$ cat src/rtl/hsc_ddr2_port_arbiter.sv
// Round-robin arbiter sharing one DDR2 controller local interface between NUM_PORTS burst ports.
// Define HSC_ARB_FIXED_PRIO_EN for fixed priority (lowest index wins) instead of round-robin.
module hsc_ddr2_port_arbiter #(
  parameter int NUM_PORTS = 4,
  parameter int AW        = 24,
  parameter int DW        = 32,
  parameter int SW        = 7
) (
  input  logic                    clk,
  input  logic                    rst_n,
  input  logic                    local_init_done,
  input  logic [NUM_PORTS-1:0]    port_req,
  input  logic [NUM_PORTS-1:0]    port_we,
  input  logic [NUM_PORTS*AW-1:0] port_addr,
  input  logic [NUM_PORTS*SW-1:0] port_size,
  input  logic [NUM_PORTS*DW-1:0] port_wdata,
  output logic [NUM_PORTS-1:0]    port_grant,
  output logic [NUM_PORTS-1:0]    port_wr_ack,
  output logic [NUM_PORTS-1:0]    port_rd_valid,
  output logic [DW-1:0]           port_rdata,
  output logic [NUM_PORTS-1:0]    port_done,
  output logic [AW-1:0]           local_address,
  output logic [SW-1:0]           local_size,
  output logic                    local_write_req,
  output logic                    local_read_req,
  output logic [DW-1:0]           local_wdata,
  input  logic                    local_ready,
  input  logic [DW-1:0]           local_rdata,
  input  logic                    local_rdata_valid,
  output logic                    arb_err
);

  localparam int PW = (NUM_PORTS > 1) ? $clog2(NUM_PORTS) : 1;

  typedef enum logic [2:0] {
    IDLE,
    WR,
    RD_CMD,
    RD_DATA,
    DONE
  } state_t;

  state_t        state;
  logic [PW-1:0] rr_ptr;
  logic [PW-1:0] gidx;
  logic [PW-1:0] pick;
  logic          pick_valid;
  logic [SW-1:0] beat_cnt;
  logic          last_beat;
  logic [SW-1:0] pick_size;

  // Scan from the highest offset down so the requester closest to rr_ptr wins.
  always_comb begin
    int            idx;
    logic [PW-1:0] cand;
    idx        = 0;
    cand       = '0;
    pick       = '0;
    pick_valid = 1'b0;
    for (int k = NUM_PORTS - 1; k >= 0; k--) begin
      idx = int'(rr_ptr) + k;
      if (idx >= NUM_PORTS) idx = idx - NUM_PORTS;
      cand = PW'(idx);
      if (port_req[cand]) begin
        pick       = cand;
        pick_valid = 1'b1;
      end
    end
  end

  assign pick_size = port_size[pick*SW +: SW];
  assign last_beat = (beat_cnt == (local_size - SW'(1)));

  always_ff @(posedge clk or negedge rst_n) begin
    if (!rst_n) begin
      state           <= IDLE;
      rr_ptr          <= '0;
      gidx            <= '0;
      port_grant      <= '0;
      port_done       <= '0;
      local_address   <= '0;
      local_size      <= '0;
      local_write_req <= 1'b0;
      local_read_req  <= 1'b0;
      beat_cnt        <= '0;
      arb_err         <= 1'b0;
    end else begin
      port_done <= '0;
      if (local_rdata_valid && (state != RD_DATA)) arb_err <= 1'b1;
      case (state)
        IDLE: begin
          if (local_init_done && pick_valid) begin
            gidx          <= pick;
            port_grant    <= NUM_PORTS'(1) << pick;
            local_address <= port_addr[pick*AW +: AW];
            local_size    <= (pick_size == '0) ? SW'(1) : pick_size;
            beat_cnt      <= '0;
            if (port_we[pick]) begin
              state           <= WR;
              local_write_req <= 1'b1;
            end else begin
              state          <= RD_CMD;
              local_read_req <= 1'b1;
            end
          end
        end
        WR: begin
          if (local_ready) begin
            if (last_beat) begin
              state           <= DONE;
              local_write_req <= 1'b0;
              port_done       <= port_grant;
            end else begin
              beat_cnt <= beat_cnt + 1'b1;
            end
          end
        end
        RD_CMD: begin
          if (local_ready) begin
            state          <= RD_DATA;
            local_read_req <= 1'b0;
          end
        end
        RD_DATA: begin
          if (local_rdata_valid) begin
            if (last_beat) begin
              state     <= DONE;
              port_done <= port_grant;
            end else begin
              beat_cnt <= beat_cnt + 1'b1;
            end
          end
        end
        DONE: begin
          state         <= IDLE;
          port_grant    <= '0;
          local_address <= '0;
          local_size    <= '0;
          beat_cnt      <= '0;
`ifdef HSC_ARB_FIXED_PRIO_EN
          rr_ptr        <= '0;
`else
          rr_ptr        <= (gidx == PW'(NUM_PORTS - 1)) ? '0 : gidx + 1'b1;
`endif
        end
        default: state <= IDLE;
      endcase
    end
  end

  // Beat strobes are combinational so the port sees the handshake in the cycle it happens.
  assign port_wr_ack   = ((state == WR) && local_ready) ? port_grant : '0;
  assign port_rd_valid = ((state == RD_DATA) && local_rdata_valid) ? port_grant : '0;
  assign port_rdata    = (state == RD_DATA) ? local_rdata : '0;

  always_comb begin
    local_wdata = '0;
    for (int i = 0; i < NUM_PORTS; i++) begin
      if (port_grant[i]) local_wdata = local_wdata | port_wdata[i*DW +: DW];
    end
  end

endmodule

$ cat config.mk
export PLATFORM = sky130hd
export DESIGN_NAME = hsc_ddr2_port_arbiter
export DESIGN_NICKNAME = d
export VERILOG_FILES = /design/src/rtl/hsc_ddr2_port_arbiter.sv
export SDC_FILE = /design/constraint.sdc
export NUM_CORES = 1
export LEC_CHECK = 0
export CORE_AREA = 10 10 153 155
export CTS_CLUSTER_SIZE = 25
export DETAILED_ROUTE_END_ITERATION = 10
export DIE_AREA = 0 0 163 165
export PLACE_DENSITY = 0.69
export SLEW_MARGIN = 5
export SYNTH_ARGS = -nofsm -noshare
export SYNTH_HDL_FRONTEND = slang
export SYNTH_SLANG_ARGS = --single-unit
export TNS_END_PERCENT = 30
$ cat constraint.sdc
create_clock -name clk -period 7.35 [get_ports clk]
set_clock_uncertainty 0.15 [all_clocks]
set_input_delay 1.47 -clock clk [delete_from_list [all_inputs] [get_ports clk]]
set_output_delay 1.47 -clock clk [all_outputs]
set_load 0.1 [all_outputs]
==> summary.txt, run 1 <==
Run status
  – Status: finished clean

Placement
  – Number of I/O port buffers: 410
  – Detail Placement HPWL: 20900 um
  – Post-Place Cells: 1273
  – Pre-CTS WS: 2.13 ns
  – Final Wtd Congestion: 0.951

GRT
  – Grt ovf: 0
  – Number of global-route vias before repair: 6102
  – First-pass GRT wire length: 36700 um
  – Pin count of the biggest net entering global routing: 72
  – Tot GR Track Use: 17.5%
  – Initial antenna violation count: 1

Detailed routing
  – Post-DR vias/cell: 4.76
  – DRT antenna net count: 0
  – Vias after detailed routing: 6099
  – Drt wl/cell: 20.1 um
  – Residual DRC: 0
  – Initial DRC count: 429
  – Routed wire length: 25700 um
  – First drt pass iteration count: 5

Layout
  – Commonest non-fill, non-tap cells in the layout: 409 x clkdlybuf4s50_1, 176 x nand2_1, 69 x nand3_1, 65 x a22oi_1, 56 x dfrtp_1
  – Layout area overhead: 96.6%
  – Commonest non-fill, non-tap cell in the layout: clkdlybuf4s50_1
  – Diode count: 0
  – Non-Filler Instances: 1281
  – Layout cells sized above 1: 4.25%
  – Fin nets: 1310

Timing
  – WHS: 0.311 ns
  – Relative slew slack: 23.5%
  – Final TNS setup: 0 ns
  – Worst-Margin Slew: 1.14 ns
  – Max Clk Rate: 192 MHz
  – Clock period minus worst slack: 5.21 ns
  – Max-slew violations: 0
  – PnR worst setup slack: 2.14 ns
  – Hold Violations, Final: 0
  – RSZ-0062 raised after global routing: false
  – Endpoints failing setup: 0
  – Part of the cycle the worst path needs: 70.9%

Yosys
  – Cell Area, Synth: 0.00460 sq mm
  – Synth Net Count: 941
  – Synth top area cells: dfrtp_1 30%, nand2_1 14%, a22oi_1 11%
  – Post-synth ARST share: 100%
  – Synth Warn #: 0
  – Syn Inst Count: 641
  – Yosys reg bits: 56
  – Synth unique cells: 52
  – Sequential share of the synthesized area: 30.4%
  – Area leader, netlist: dfrtp_1
  – Post-synth top area share: 30.4%
  – Syn avg cell area: 7.18 sq um
  – Most used flip-flop cell after synthesis: dfrtp_1
  – Post-synth EDFFs: 0

Power
  – P per Cell Area: 453 mW/mm^2
  – Peak supply drop: 0.174 mV
  – Leakage: 0.00384 uW
  – Pwr Total: 4100 uW

Setup path
  – CP max stage cell: clkdlybuf4s50_1
  – Family with the most delay on the worst path: buffers and inverters
  – Type of origin of the critical path: input pin
  – Critical Path RT: 5.73 ns
  – Crit path DAT: 3.59 ns
  – Max FO, Critical Path: 9
  – Critical path class: input pin to output pin
  – Nature of the critical path endpoint: output pin
  – Crit path buffers/inverters: 2
  – Crit-path most repeated cell: clkdlybuf4s50_1
  – Worst path cell trace: clkdlybuf4s50_1, and3_1, clkdlybuf4s50_1
  – Worst path max stage delay: 1.19 ns

Hold path
  – Hold Path Class: flip-flop to flip-flop

Job
  – Max Cap Viol: 0

Floorplan
  – Die height: 165 um
  – Die Footprint: 0.0269 sq mm
  – Starting density of the core: 22.8%
  – # rows: 52
  – IO Pins: 411
  – Die Wd: 163 um
  – Core area: 0.0202 sq mm

CTS
  – Setup bufs post-CTS: 0
  – CTS sink count: 56
  – CTS Hold Bufs: 0
  – Cts repair resizes: 0
  – Total CTS buffers: 5
  – CTS tree: built
  – CTS root buffer: clkbuf_16
  – Worst-path clk slew: 0.08 ns
  – Htree depth: 2
  – Later-pin clock latency in the skew report: 0.31 ns
  – Maximum clock path buffer count: 2
## per-stage QoR
step	instance area, sq um	util [%]
after floorplan	4600	-
after global placement	8900	44.1
after detailed placement	8900	44.1
after CTS	9050	44.9
after global routing	9050	44.9
final	9050	44.9
## state kept, by name (all words and copies together) (netlist names)
signal / flops
arb_err: 1
local_read_req: 1
local_size: 7
local_write_req: 1
gidx: 2
port_done: 4
rr_ptr: 2
local_address: 24
port_grant: 4
beat_cnt: 7
state: 3
## worst paths after layout
kind / slack [ns] / start / cells past startpoint / to
setup / recovery: 2.14 / local_ready / 3 / port_wr_ack[1]
hold / removal: 0.31 / arb_err$_DFFE_PN0P_ / 1 / arb_err$_DFFE_PN0P_
setup reg to reg: 4.20 / rr_ptr[1]$_DFFE_PN0P_ / 7 / local_size[0]$_DFFE_PN0P_
hold reg to reg: 0.31 / arb_err$_DFFE_PN0P_ / 1 / arb_err$_DFFE_PN0P_
max in group asynchronous: 5.38 / rst_n / 2 / port_done[2]$_DFF_PN0_
min in group asynchronous: 1.15 / rst_n / 2 / local_address[22]$_DFFE_PN0P_
## final cells by class
cell class	instances	area (sq um)
Timing Repair Buffer	421	4180
Fill cell	2063	11100
Tap cell	270	338
Clock buffer	5	125
Inverter	6	22.5
Clock inverter	3	26.3
Sequential cell	56	1400
Multi-Input combinational cell	520	2960
## power by group
group / internal, uW / switching [uW]
sequential: 421 / 141
clock: 129 / 130
combinational: 832 / 2450
total: 1380 / 2720
## synthesized netlist by cell type, types with 3 or more instances
library cell / instances
buf_2: 5
o21ai_1: 5
mux2i_1: 17
buf_4: 3
o21ai_2: 3
and3_1: 41
a22oi_1: 65
clkbuf_1: 48
nor2_1: 11
xor2_1: 3
mux2_2: 8
nand2_1: 176
xnor2_1: 8
o211a_1: 4
o31ai_1: 3
o21ai_0: 55
nand3_1: 69
or3_1: 4
inv_1: 6
ha_1: 3
a21oi_1: 11
dfrtp_1: 56
## per-layer routing
metal	global-route usage [%]	routed length [um]
met1	19.4	10000
met2	30.7	12700
met3	6.90	2540
met4	4.30	432
met5	0	8
## kinds of logic after synthesis
logic type	after synthesis	share of synthesized area (%)
XOR/XNOR	11	2.09
AO/OA/AOI/OAI	163	23.4
flip-flops	56	30.4
buffers and inverters	65	5.84
AND/OR/NAND/NOR	318	31.7
adder cells (fa/ha/maj)	3	0.816
multiplexers	25	5.65
(Power assumes the default switching activity.)
==> run 2, diff against run 1 <==
- CORE_AREA: 10 10 153 155 -> 10 10 151 153
- DIE_AREA: 0 0 163 165 -> 0 0 161 163
- PLACE_DENSITY: 0.69 -> 0.7
- clock period: 7.35 -> 4.8 ns (I/O delays scaled with it)
==> summary.txt, run 2 (synthesis results as in run 1) <==
CTS
  – Later-pin clock latency in the skew report: 0.31 ns (about the same)
  – Worst-path clk slew: 0.07 ns (was 0.08 ns)
  – CTS sink count: 56 (unchanged)
  – Setup bufs post-CTS: 0 (unchanged)
  – CTS tree: built (unchanged)
  – Htree depth: 2 (unchanged)
  – CTS root buffer: clkbuf_16 (unchanged)
  – Maximum clock path buffer count: 2 (unchanged)
  – Cts repair resizes: 0 (unchanged)
  – CTS Hold Bufs: 0 (unchanged)
  – Total CTS buffers: 5 (unchanged)

Placement
  – Post-Place Cells: 1274 (was 1273)
  – Pre-CTS WS: 1.10 ns (was 2.13 ns)
  – Final Wtd Congestion: 0.952 (was 0.951)
  – Detail Placement HPWL: 21100 um (was 20900 um)
  – Number of I/O port buffers: 410 (unchanged)

Layout
  – Max reg flops: 24 (unchanged)
  – Fin nets: 1311 (was 1310)
  – Commonest non-fill, non-tap cell in the layout: clkdlybuf4s50_1 (unchanged)
  – Layout area overhead: 94.1% (was 96.6%)
  – Commonest non-fill, non-tap cells in the layout: 337 x clkdlybuf4s50_1, 176 x nand2_1, 83 x buf_4, 69 x nand3_1, 65 x a22oi_1 (was 409 x clkdlybuf4s50_1, 176 x nand2_1, 69 x nand3_1, 65 x a22oi_1, 56 x dfrtp_1)
  – Diode count: 0 (unchanged)
  – Largest regs: local_address x24, beat_cnt x7, local_size x7 (unchanged)
  – Layout cells sized above 1: 11.5% (was 4.25%)
  – Post-Route Utilization: 44.9% (about the same)
  – Reg with most FFs: local_address (unchanged)
  – Non-Filler Instances: 1282 (was 1281)

Setup path
  – Reg2reg setup slack: 1.95 ns (was 4.20 ns)
  – Type of origin of the critical path: flip-flop (was input pin)
  – Worst path max stage delay: 0.75 ns (was 1.19 ns)
  – Crit path buffers/inverters: 2 (unchanged)
  – R2r endpoint: beat_cnt[6]$_DFFE_PN0P_ (was local_size[0]$_DFFE_PN0P_)
  – Crit path DAT: 2.60 ns (was 3.59 ns)
  – CP max stage cell: nor2_2 (was clkdlybuf4s50_1)
  – Max FO, Critical Path: 30 (was 9)
  – Worst path cell trace: inv_1, nor2_2, and2_1, and3_1, buf_4 (was clkdlybuf4s50_1, and3_1, clkdlybuf4s50_1)
  – Critical path class: flip-flop to output pin (was input pin to output pin)
  – FF-to-FF Start: local_size[0]$_DFFE_PN0P_ (was rr_ptr[1]$_DFFE_PN0P_)
  – Nature of the critical path endpoint: output pin (unchanged)
  – Critical Path RT: 3.69 ns (was 5.73 ns)
  – Family with the most delay on the worst path: simple AND/OR/NAND/NOR gates (was buffers and inverters)
  – Path depth of the worst reg2reg path: 9 (was 7)

Power
  – Combinational Power Share: 78.9% (was 80.0%)
  – Clock group share of total power: 7.8% (was 6.3%)
  – Sw Pwr: 4170 uW (was 2720 uW)
  – Leakage: 0.00398 uW (was 0.00384 uW)
  – Reg power frac: 13.3% (was 13.7%)
  – Net Sw Frac: 66.1% (was 66.3%)
  – P per Cell Area: 706 mW/mm^2 (was 453 mW/mm^2)
  – Peak supply drop: 0.270 mV (was 0.174 mV)
  – Internal power: 2140 uW (was 1380 uW)

Detailed routing
  – First drt pass iteration count: 7 (was 5)
  – Post-DR vias/cell: 4.78 (was 4.76)
  – Drt wl/cell: 20.1 um (about the same)
  – Residual DRC: 0 (unchanged)
  – DRT antenna net count: 0 (unchanged)
  – Vias after detailed routing: 6134 (was 6099)
  – Initial DRC count: 415 (was 429)
  – Routed wire length: 25800 um (was 25700 um)

Hold path
  – Hold Path Class: flip-flop to flip-flop (unchanged)
  – Hold Path Stages: 1 (unchanged)
  – Hold wc startpoint: arb_err$_DFFE_PN0P_ (unchanged)
  – WHS Endpoint: arb_err$_DFFE_PN0P_ (unchanged)

Floorplan
  – Starting density of the core: 23.1% (was 22.8%)
  – # rows: 52 (unchanged)
  – Die height: 163 um (was 165 um)
  – Die Footprint: 0.0262 sq mm (was 0.0269 sq mm)
  – Core area: 0.0199 sq mm (was 0.0202 sq mm)
  – Die Wd: 161 um (was 163 um)
  – IO Pins: 411 (unchanged)

GRT
  – Initial antenna violation count: 1 (unchanged)
  – Number of global-route vias before repair: 6015 (was 6102)
  – Tot GR Track Use: 17.7% (was 17.5%)
  – First-pass GRT wire length: 36700 um (about the same)
  – Grt ovf: 0 (unchanged)
  – Pin count of the biggest net entering global routing: 55 (was 72)

Timing
  – Clock period minus worst slack: 3.71 ns
  – Final TNS setup: 0 ns (unchanged)
  – Part of the cycle the worst path needs: 77.3%
  – RSZ-0062 raised after global routing: false (unchanged)
  – Relative slew slack: 29.7% (was 23.5%)
  – Worst-Margin Slew: 1.05 ns (was 1.14 ns)
  – WHS: 0.312 ns (was 0.311 ns)
  – Max Clk Rate: 269 MHz
  – PnR worst setup slack: 1.09 ns (was 2.14 ns)
  – Max-slew violations: 0 (unchanged)
  – Endpoints failing setup: 0 (unchanged)
  – Hold Violations, Final: 0 (unchanged)

Job
  – Max Cap Viol: 0 (unchanged)

Run status
  – Status: finished clean (unchanged)
==> run 2: cell count changes in the layout (fill, tap and decap cells not counted), sizes merged <==
cell           before  now
buf                12   85
clkdlybuf4s50     409  337
clkinvlp            2    0
bufinv              0    2
==> run 2: final cells by class <==
type	count	area, sq um
timing repair buffer	422	4020
inverter	6	22.5
clock buffer	5	125
clock inverter	3	68.8
fill	2032	11000
sequential	56	1400
multi-input combinational	520	2960
tap	270	338
==> run 2: routing by layer <==
metal  vias up  GRT usage [%]  wire length [um]
li1       3019              -                 -
met1      2820           20.7             10400
met2       279           30.3             12600
met3        14           7.23              2510
met4         2           3.10               251
met5         -              0                13
==> run 2: power by group through the flow <==
stage               clock (uW)  combinational (uW)  sequential [uW]
floorplan                    0                2810             1760
global placement             0                4980              847
detailed placement           0                5000              850
CTS                        502                5010              842
global route               523                5170              872
finish                     489                4980              842
==> run 2: worst max path at each step <==
stage | cells after the start | end | startpoint | slack [ns]
after floorplan | 4 | local_wdata[10] | port_grant[2]$_DFFE_PN0P_ | 1.43
after global placement | 6 | local_size[0]$_DFFE_PN0P_ | port_req[3] | 1.14
after detailed placement | 6 | local_size[0]$_DFFE_PN0P_ | port_req[3] | 1.10
after CTS | 5 | port_rd_valid[0] | state[0]$_DFFE_PN0P_ | 1.09
after global routing | 5 | port_rd_valid[0] | state[0]$_DFFE_PN0P_ | 0.82
final | 5 | port_rd_valid[0] | state[0]$_DFFE_PN0P_ | 1.09
==> run 2: through the flow <==
stage	total power (uW)	area (sq um)
finish	6310	8930
floorplan	4570	4600
global route	6560	8930
CTS	6350	8930
global placement	5830	8740
detailed placement	5850	8740
==> run 3, diff against run 2 <==
- clock period: 4.8 -> 3.66 ns (I/O delays scaled with it)
==> summary.txt, run 3 (synthesis results as in run 1) <==
Run status
  – Status: finished clean (unchanged)

Floorplan
  – Die Footprint: 0.0262 sq mm (unchanged)
  – IO Pins: 411 (unchanged)
  – Die Wd: 161 um (unchanged)
  – # rows: 52 (unchanged)
  – Die height: 163 um (unchanged)
  – Core area: 0.0199 sq mm (unchanged)
  – Starting density of the core: 23.1% (unchanged)

Timing
  – PnR worst setup slack: 0.414 ns (was 1.09 ns)
  – Endpoints failing setup: 0 (unchanged)
  – Relative slew slack: 31.6% (was 29.7%)
  – Worst-Margin Slew: 1.03 ns (was 1.05 ns)
  – Final TNS setup: 0 ns (unchanged)
  – RSZ-0062 raised after global routing: false (unchanged)
  – Clock period minus worst slack: 3.25 ns
  – WHS: 0.251 ns (was 0.312 ns)
  – Hold Violations, Final: 0 (unchanged)
  – Max Clk Rate: 308 MHz
  – Max-slew violations: 0 (unchanged)
  – Part of the cycle the worst path needs: 88.7%

GRT
  – Number of global-route vias before repair: 6162 (was 6015)
  – Initial antenna violation count: 1 (unchanged)
  – First-pass GRT wire length: 37500 um (was 36700 um)
  – Tot GR Track Use: 18.1% (was 17.7%)
  – Pin count of the biggest net entering global routing: 65 (was 55)
  – Grt ovf: 0 (unchanged)

Setup path
  – Family with the most delay on the worst path: buffers and inverters (was simple AND/OR/NAND/NOR gates)
  – Type of origin of the critical path: flip-flop (unchanged)
  – Critical Path RT: 2.78 ns (was 3.69 ns)
  – Max FO, Critical Path: 33 (was 30)
  – Crit path buffers/inverters: 3 (was 2)
  – CP max stage cell: dfrtp_1 (was nor2_2)
  – Crit path DAT: 2.36 ns (was 2.60 ns)
  – Worst path cell trace: inv_1, nor2_2, buf_4, and3_1, buf_4 (was inv_1, nor2_2, and2_1, and3_1, buf_4)
  – Critical path class: flip-flop to output pin (unchanged)
  – Crit-path most repeated cell: buf_4
  – Nature of the critical path endpoint: output pin (unchanged)
  – Worst path max stage delay: 0.57 ns (was 0.75 ns)

Layout
  – Post-Route Utilization: 45.0% (was 44.9%)
  – Max reg flops: 24 (unchanged)
  – Largest regs: local_address x24, beat_cnt x7, local_size x7 (unchanged)
  – Diode count: 0 (unchanged)
  – Layout area overhead: 94.7% (was 94.1%)
  – Commonest non-fill, non-tap cells in the layout: 299 x clkdlybuf4s50_1, 176 x nand2_1, 115 x buf_4, 69 x nand3_1, 65 x a22oi_1 (was 337 x clkdlybuf4s50_1, 176 x nand2_1, 83 x buf_4, 69 x nand3_1, 65 x a22oi_1)
  – Commonest non-fill, non-tap cell in the layout: clkdlybuf4s50_1 (unchanged)
  – Layout cells sized above 1: 15.5% (was 11.5%)
  – Design Area, Final: 0.00896 sq mm (was 0.00893 sq mm)
  – Reg with most FFs: local_address (unchanged)
  – Fin nets: 1316 (was 1311)

Placement
  – Pre-CTS WS: 0.541 ns (was 1.10 ns)
  – Number of I/O port buffers: 410 (unchanged)
  – Detail Placement HPWL: 21300 um (was 21100 um)
  – Dpl cell area: 0.00882 sq mm (was 0.00874 sq mm)
  – Final Wtd Congestion: 0.937 (was 0.952)

Detailed routing
  – Initial DRC count: 442 (was 415)
  – DRT antenna net count: 0 (unchanged)
  – Drt wl/cell: 20.2 um (was 20.1 um)
  – Post-DR vias/cell: 4.80 (was 4.78)
  – First drt pass iteration count: 5 (was 7)
  – Residual DRC: 0 (unchanged)
  – Routed wire length: 25900 um (was 25800 um)
  – Vias after detailed routing: 6179 (was 6134)

Power
  – Peak supply drop: 0.486 mV (was 0.270 mV)
  – P per Cell Area: 905 mW/mm^2 (was 706 mW/mm^2)
  – Leakage: 0.00407 uW (was 0.00398 uW)

CTS
  – Maximum clock path buffer count: 2 (unchanged)
  – CTS tree: built (unchanged)
  – Worst-path clk slew: 0.08 ns (was 0.07 ns)
  – CTS root buffer: clkbuf_16 (unchanged)
  – CTS Hold Bufs: 0 (unchanged)
  – CTS sink count: 56 (unchanged)
  – Setup bufs post-CTS: 0 (unchanged)
  – Later-pin clock latency in the skew report: 0.30 ns (was 0.31 ns)
  – Cts repair resizes: 0 (unchanged)
  – Total CTS buffers: 5 (unchanged)
  – Htree depth: 2 (unchanged)

Hold path
  – Hold Path Class: input pin to async pin (was flip-flop to flip-flop)

Job
  – Max Cap Viol: 0 (unchanged)
-- run 3: report_power, final --
| part | leakage, uW | internal [uW] | switching [uW] |
|---|---|---|---|
| sequential | 0.000706 | 845 | 266 |
| clock | 0.0000712 | 257 | 245 |
| combinational | 0.00329 | 1550 | 4950 |
| total | 0.00407 | 2650 | 5460 |
-- run 3: metal layers --
layer  GRT usage, %  share of wire (%)  vias up
li1               -                  -     3036
met1           21.2                 41     2843
met2           31.2                 49      280
met3           6.14                8.3       20
met4           4.18                1.7        0
met5              0                  0        -
-- run 3: layout make-up --
class | count | area, sq um
Clock inverter | 2 | 13.8
Inverter | 6 | 22.5
Tap cell | 270 | 338
Multi-Input combinational cell | 520 | 2960
Clock buffer | 6 | 129
Sequential cell | 56 | 1400
Timing Repair Buffer | 427 | 4100
Fill cell | 2025 | 10900
-- run 3: path summary, 6_finish.rpt --
check                                          start                            end  slack (ns)  cells after the start
setup reg to reg           local_size[0]$_DFFE_PN0P_        beat_cnt[6]$_DFFE_PN0P_        0.83                      9
min in group clk                 arb_err$_DFFE_PN0P_            arb_err$_DFFE_PN0P_        0.31                      1
hold reg to reg                  arb_err$_DFFE_PN0P_            arb_err$_DFFE_PN0P_        0.31                      1
max in group asynchronous                      rst_n         port_done[3]$_DFF_PN0_        2.21                      2
setup / recovery                state[0]$_DFFE_PN0P_                 port_rdata[20]        0.41                      5
hold / removal                                 rst_n  local_address[14]$_DFFE_PN0P_        0.25                      1
-- run 3: through the flow --
stage | power, uW | cells
floorplan | 5990 | 641
global placement | 7620 | 1279
detailed placement | 7650 | 1279
CTS | 8180 | 1287
global route | 8450 | 1287
finish | 8110 | 1287
-- run 3: worst reg2reg max path, cell delays in order, from the launching register on --
cell and delay [ns]:
dfrtp_1 0.46, inv_1 0.09, ha_1 0.18, nor3b_2 0.28, mux2_2 0.37, a22oi_1 0.23
a2111o_1 0.24, nand2_2 0.15, or3_2 0.48, a21oi_1 0.14
